### config.mk
export PLATFORM = sky130hd
export DESIGN_NAME = phy_read_burst_fifo
export DESIGN_NICKNAME = d
export VERILOG_FILES = /design/src/rtl/phy_read_burst_fifo.sv
export SDC_FILE = /design/constraint.sdc
export NUM_CORES = 2
export LEC_CHECK = 0
export BUFFER_PORTS_ARGS = -buffer_cell sky130_fd_sc_hd__buf_4
export CELL_PAD_IN_SITES_DETAIL_PLACEMENT = 1
export CELL_PAD_IN_SITES_GLOBAL_PLACEMENT = 1
export CORE_AREA = 5 5 435 437
export CTS_CLUSTER_DIAMETER = 120
export CTS_CLUSTER_SIZE = 30
export DETAILED_ROUTE_END_ITERATION = 10
export DIE_AREA = 0 0 440 442
export GPL_TIMING_DRIVEN = 0
export PLACE_DENSITY_LB_ADDON = 0.1
export REMOVE_ABC_BUFFERS = 1
export SKIP_CTS_REPAIR_TIMING = 1
export SLEW_MARGIN = 20
export SYNTH_ARGS = -nofsm -noshare
export SYNTH_HDL_FRONTEND = slang
export SYNTH_SLANG_ARGS = --single-unit
### constraint.sdc
create_clock -name clk -period 5.7 [get_ports clk]
set_input_delay 0.285 -clock clk [delete_from_list [all_inputs] [get_ports clk]]
set_output_delay 0.285 -clock clk [all_outputs]
set_load 0.02 [all_outputs]
### src/rtl/phy_read_burst_fifo.sv
// PHY read-data burst buffer: captures tagged DQ bursts (full or BC4) into slot storage, streams complete bursts out FWFT.
// Latency: read_ack and level update one cycle after the last capture beat; output is first-word-fall-through.
// Backpressure: out_valid/out_ready on the read side; no input stall, so bursts arriving with no free slot are dropped (overflow).
module phy_read_burst_fifo #(
    parameter int MEM_DATAWIDTH = 64,
    parameter int BURST_LENGTH  = 8,
    parameter int FIFO_BURSTS   = 4,
    parameter int TAG_WIDTH     = 4
) (
    input  logic                             clk,
    input  logic                             rst,
    input  logic                             in_valid,
    input  logic                             in_start,
    input  logic                             in_chop,
    input  logic [TAG_WIDTH-1:0]             in_tag,
    input  logic [MEM_DATAWIDTH-1:0]         in_data,
    output logic                             read_ack,
    output logic [TAG_WIDTH-1:0]             ack_tag,
    output logic                             out_valid,
    input  logic                             out_ready,
    output logic [MEM_DATAWIDTH-1:0]         out_data,
    output logic                             out_last,
    output logic [TAG_WIDTH-1:0]             out_tag,
    output logic [$clog2(FIFO_BURSTS+1)-1:0] level,
    output logic                             overflow,
    output logic                             proto_err
);
    localparam int SLOT_W = $clog2(FIFO_BURSTS);
    localparam int BEAT_W = $clog2(BURST_LENGTH);
    localparam int LVL_W  = $clog2(FIFO_BURSTS+1);
    localparam logic [BEAT_W-1:0] FULL_LAST = BEAT_W'(BURST_LENGTH-1);
    localparam logic [BEAT_W-1:0] HALF_LAST = BEAT_W'(BURST_LENGTH/2-1);

    typedef enum logic [1:0] {S_IDLE, S_FILL, S_DROP} state_t;

    state_t                 state_q, state_d;
    logic [SLOT_W-1:0]      wr_slot_q, wr_slot_d, rd_slot_q, rd_slot_d;
    logic [BEAT_W-1:0]      wr_beat_q, wr_beat_d, rd_beat_q, rd_beat_d;
    logic [BEAT_W-1:0]      drop_cnt_q, drop_cnt_d;
    logic                   drop_chop_q, drop_chop_d;
    logic [FIFO_BURSTS-1:0] complete_q, complete_d;
    logic [LVL_W-1:0]       level_q, level_d;
    logic                   read_ack_q, read_ack_d;
    logic [TAG_WIDTH-1:0]   ack_tag_q, ack_tag_d;
    logic                   overflow_q, overflow_d;
    logic                   proto_err_q, proto_err_d;

    logic [MEM_DATAWIDTH-1:0] data_mem [FIFO_BURSTS][BURST_LENGTH];
    logic [TAG_WIDTH-1:0]     tag_mem  [FIFO_BURSTS];
    logic [FIFO_BURSTS-1:0]   chop_mem;

    logic              mem_we, hdr_we, burst_done, pop, last_pop, rd_at_last;
    logic [BEAT_W-1:0] mem_beat, fill_last, drop_last, rd_last;

    assign fill_last  = chop_mem[wr_slot_q] ? HALF_LAST : FULL_LAST;
    assign drop_last  = drop_chop_q ? HALF_LAST : FULL_LAST;
    assign rd_last    = chop_mem[rd_slot_q] ? HALF_LAST : FULL_LAST;
    assign rd_at_last = (rd_beat_q == rd_last);
    assign out_valid  = (level_q != '0);
    assign pop        = out_valid & out_ready;
    assign last_pop   = pop & rd_at_last;

    always_comb begin
        state_d     = state_q;
        wr_slot_d   = wr_slot_q;
        wr_beat_d   = wr_beat_q;
        rd_slot_d   = rd_slot_q;
        rd_beat_d   = rd_beat_q;
        drop_cnt_d  = drop_cnt_q;
        drop_chop_d = drop_chop_q;
        complete_d  = complete_q;
        level_d     = level_q;
        read_ack_d  = 1'b0;
        ack_tag_d   = '0;
        overflow_d  = overflow_q;
        proto_err_d = proto_err_q;
        mem_we      = 1'b0;
        hdr_we      = 1'b0;
        mem_beat    = wr_beat_q;
        burst_done  = 1'b0;

        case (state_q)
            S_IDLE: begin
                if (in_valid && in_start) begin
                    // The write slot is the only candidate; it is free iff not holding a complete burst.
                    if (!complete_q[wr_slot_q]) begin
                        mem_we    = 1'b1;
                        hdr_we    = 1'b1;
                        mem_beat  = '0;
                        wr_beat_d = BEAT_W'(1);
                        state_d   = S_FILL;
                    end else begin
                        overflow_d  = 1'b1;
                        drop_chop_d = in_chop;
                        drop_cnt_d  = BEAT_W'(1);
                        state_d     = S_DROP;
                    end
                end else if (in_valid) begin
                    proto_err_d = 1'b1;
                end
            end
            S_FILL: begin
                if (in_valid && in_start) begin
                    proto_err_d = 1'b1;
                    mem_we      = 1'b1;
                    hdr_we      = 1'b1;
                    mem_beat    = '0;
                    wr_beat_d   = BEAT_W'(1);
                end else if (in_valid) begin
                    mem_we = 1'b1;
                    if (wr_beat_q == fill_last) begin
                        burst_done = 1'b1;
                        read_ack_d = 1'b1;
                        ack_tag_d  = tag_mem[wr_slot_q];
                        wr_beat_d  = '0;
                        wr_slot_d  = wr_slot_q + 1'b1;
                        state_d    = S_IDLE;
                    end else begin
                        wr_beat_d = wr_beat_q + 1'b1;
                    end
                end
            end
            S_DROP: begin
                if (in_valid && in_start) begin
                    proto_err_d = 1'b1;
                    drop_chop_d = in_chop;
                    drop_cnt_d  = BEAT_W'(1);
                end else if (in_valid) begin
                    if (drop_cnt_q == drop_last) begin
                        state_d = S_IDLE;
                    end else begin
                        drop_cnt_d = drop_cnt_q + 1'b1;
                    end
                end
            end
            default: state_d = S_IDLE;
        endcase

        if (pop) begin
            if (rd_at_last) begin
                rd_beat_d             = '0;
                rd_slot_d             = rd_slot_q + 1'b1;
                complete_d[rd_slot_q] = 1'b0;
            end else begin
                rd_beat_d = rd_beat_q + 1'b1;
            end
        end
        if (burst_done) begin
            complete_d[wr_slot_q] = 1'b1;
        end
        if (burst_done && !last_pop) begin
            level_d = level_q + 1'b1;
        end else if (!burst_done && last_pop) begin
            level_d = level_q - 1'b1;
        end
    end

    always_ff @(posedge clk) begin
        if (rst) begin
            state_q     <= S_IDLE;
            wr_slot_q   <= '0;
            wr_beat_q   <= '0;
            rd_slot_q   <= '0;
            rd_beat_q   <= '0;
            drop_cnt_q  <= '0;
            drop_chop_q <= 1'b0;
            complete_q  <= '0;
            level_q     <= '0;
            read_ack_q  <= 1'b0;
            ack_tag_q   <= '0;
            overflow_q  <= 1'b0;
            proto_err_q <= 1'b0;
        end else begin
            state_q     <= state_d;
            wr_slot_q   <= wr_slot_d;
            wr_beat_q   <= wr_beat_d;
            rd_slot_q   <= rd_slot_d;
            rd_beat_q   <= rd_beat_d;
            drop_cnt_q  <= drop_cnt_d;
            drop_chop_q <= drop_chop_d;
            complete_q  <= complete_d;
            level_q     <= level_d;
            read_ack_q  <= read_ack_d;
            ack_tag_q   <= ack_tag_d;
            overflow_q  <= overflow_d;
            proto_err_q <= proto_err_d;
        end
    end

    // Storage needs no reset: every read is gated by a complete-slot count.
    always_ff @(posedge clk) begin
        if (mem_we) begin
            data_mem[wr_slot_q][mem_beat] <= in_data;
        end
        if (hdr_we) begin
            tag_mem[wr_slot_q]  <= in_tag;
            chop_mem[wr_slot_q] <= in_chop;
        end
    end

    assign read_ack  = read_ack_q;
    assign ack_tag   = ack_tag_q;
    assign level     = level_q;
    assign overflow  = overflow_q;
    assign proto_err = proto_err_q;
    assign out_data  = out_valid ? data_mem[rd_slot_q][rd_beat_q] : '0;
    assign out_tag   = out_valid ? tag_mem[rd_slot_q] : '0;
    assign out_last  = out_valid & rd_at_last;
endmodule

==> results.txt <==
outcome -> finished, final reports clean
RSZ-0062 raised after global routing -> no
Post-Syn Area -> 0.0808 mm²
CTS tree -> done
P per Cell Area -> 269 mW/mm²
multiplexer share of the synthesized area -> 0.162
Yosys top cell by area -> edfxtp_1
clock-pin slew on the worst setup and hold paths -> 0.12 ns
fin crit period -> 4.87 ns
Root Driver -> clkbuf_16
DRT iter0 DRCs -> 3,765
Req. time, crit path -> 5.41 ns
PortBufs -> 153
Filler cells -> 16.0k
Worst VDD drop -> 0.228 mV
Yosys cell types -> 67
global-route wire length before repair -> 296,000 µm
Worst Tran Pin Value -> 1.16 ns
placed cell area -> 0.0889 mm²
share of cells above drive strength 1 -> 0.269
share of the yosys chip area belonging to registers -> 0.776
die width -> 440 µm
antenna-violating nets left -> 0
area of the multi-input gates -> 0.0170 mm²
Synth area leaders -> edfxtp_1 77%, mux4_2 14%, mux2i_1 2.0%
Compound-Gate Fraction of Synth Area -> 0.0257
DRC -> 0
Synth Area in XOR/XNOR -> 0.000650
crit share post-route -> 0.855
fmax -> 205 MHz
DRT Pass-1 Iters -> 5
largest net degree at the start of global routing -> 54
worst setup path end -> out_data[9]
final hold viol count -> 0
crit end category -> output pin
commonest cells after routing, fill and taps aside -> 2,068 x edfxtp_1, 503 x mux4_2, 165 x mux2i_1
syn avg cell area -> 22.9 µm²
DR vias/cell -> 5.89
Rows -> 158
nets -> 3,951
crit path launch -> level[0]
Post-Synth Adder-Cell Area -> 0.00257
MaxCap Viol Count -> 0
worst-skew pair later-pin latency -> 0.74 ns
RR Startpoint -> wr_slot_q[0]
Routed WL -> 209,000 µm
Cells after Synth -> 3,530
initial core utilization -> 0.438
Setup crit start kind -> register
Synth top area share -> 0.768
Non-Filler Instances -> 6,364
GRT Total Usage -> 0.214
drt wl/cell -> 32.8 µm
Worst Clk Skew -> 0.0272 ns
die area -> 0.194 mm²
Max Slew Vio Count -> 0
HP Class -> in2reg
CTS Sinks -> 2,100
R2R Setup Slk -> 1.68 ns
Final Power -> 24.7 mW
synth warn -> 0
Top FF cell, synth -> edfxtp_1
placer congestion estimate -> 0.695
Simple-Gate Fraction of Synth Area -> 0.0157
critical path class -> reg2out
vias in the first global route -> 40.3k
max_slew headroom -> 0.228
total CTS buffers -> 79
core box area -> 0.185 mm²
Clock Path Buffers -> 3
main combinational cell family by area after synthesis -> multiplexers
Hold Path Depth -> 2
Die Y -> 442 µm
H-tree levels -> 3
IO Count -> 154
crit path DAT -> 4.59 ns
setup violators final -> 0
DPL Wire Length -> 140,000 µm
Seq. cell area -> 0.0628 mm²
Synth Register Bits -> 2,100
reg2reg path depth -> 9
Post-synth EDFFs -> 2,068
Async SR Flop Fraction -> 0
Reg-to-Reg End -> data_mem[3][64]
DP Cell Count -> 6,187
antenna violations before repair -> 12
total number of vias -> 37.5k
most common cell after layout, fill and taps aside -> edfxtp_1
fin area -> 0.0918 mm²
Synth-to-Final Area Change -> 13.5%
critical path fanouts, max -> 27
grt ovf -> 0
P_leak -> 27.0 nW
## Yosys cell counts (24+ instances only)
master / number
buf_6: 36
nor2_1: 76
a22o_1: 29
edfxtp_1: 2068
buf_2: 52
nand2_1: 36
clkbuf_1: 56
o22ai_1: 77
o21ai_0: 24
nor2b_1: 36
mux4_2: 503
mux2i_1: 165
dfxtp_1: 32
## report_power, final
part	internal, mW	leakage (nW)	switching, mW
clock	2.68	1.05	4.40
combinational	0.217	7.08	0.408
sequential	17.0	18.9	0.0215
## worst min-delay path by stage
stage / start / end / slack [ns]
detailed placement: overflow / overflow / 0.47
global placement: overflow / overflow / 0.46
global route: in_tag[1] / tag_mem[1][1] / 0.28
CTS: in_tag[1] / tag_mem[2][1] / -0.31
finish: in_tag[1] / tag_mem[1][1] / 0.31
floorplan: rst / drop_chop_q / 0.35
## layout make-up
type / instances / share of cell area
flip-flops and latches: 2100 / 0.684
multi-input cells: 1229 / 0.186
repair buffers: 437 / 0.0726
well taps: 2480 / 0.0338
clock buffers: 97 / 0.0232
inverters: 14 / 0.000573
clock inverters: 3 / 0.000286
diodes: 4 / 0.000109
## sequential cells by signal (all words and copies together), names as in the netlist, 2 cells and up, named ones only
register / cells
ack_tag: 4
chop_mem: 4
complete_q: 4
data_mem: 2048
drop_cnt_q: 3
level: 3
rd_beat_q: 3
rd_slot_q: 2
state_q: 2
tag_mem: 16
wr_beat_q: 3
wr_slot_q: 2
## kinds of logic after synthesis
group	count (synthesis)
xor gates and xnor gates	6
and+or+nand+nor	245
buffers and inverters	201
adders and majority gates	16
DFF	2100
muxes	680
AOI/OAI and AO/OA	282
## layer usage
layer,vias to the layer above,GRT usage,share of wire,routed length (µm)
met4,4,0.0503,0.021,4310
met2,1051,0.365,0.51,107000
li1,15580,-,-,-
met3,207,0.0271,0.049,10200
met1,20645,0.295,0.42,87500
met5,-,0,0.00010,21
## per-stage QoR
step,setup TNS (ns),utilization,worst slack [ns],hold WS [ns]
after global routing,0,0.497,0.547,0.279
after global placement,-,0.454,-31.33,0.465
final,0,0.497,0.825,0.308
after detailed placement,0,0.481,1.38,0.467
after floorplan,-1233.65,-,-18.19,0.354
after CTS,0,0.493,0.543,-0.309
## worst max-delay path, cell delays in order, from the launching register on
cell,delay [ns]
dfxtp_1,0.47
nor3_2,0.13
buf_4,0.19
buf_4,0.20
inv_2,0.67
nand2_1,0.88
o31ai_1,1.00
buf_4,0.28
Power figures use the tool's default switching activity.
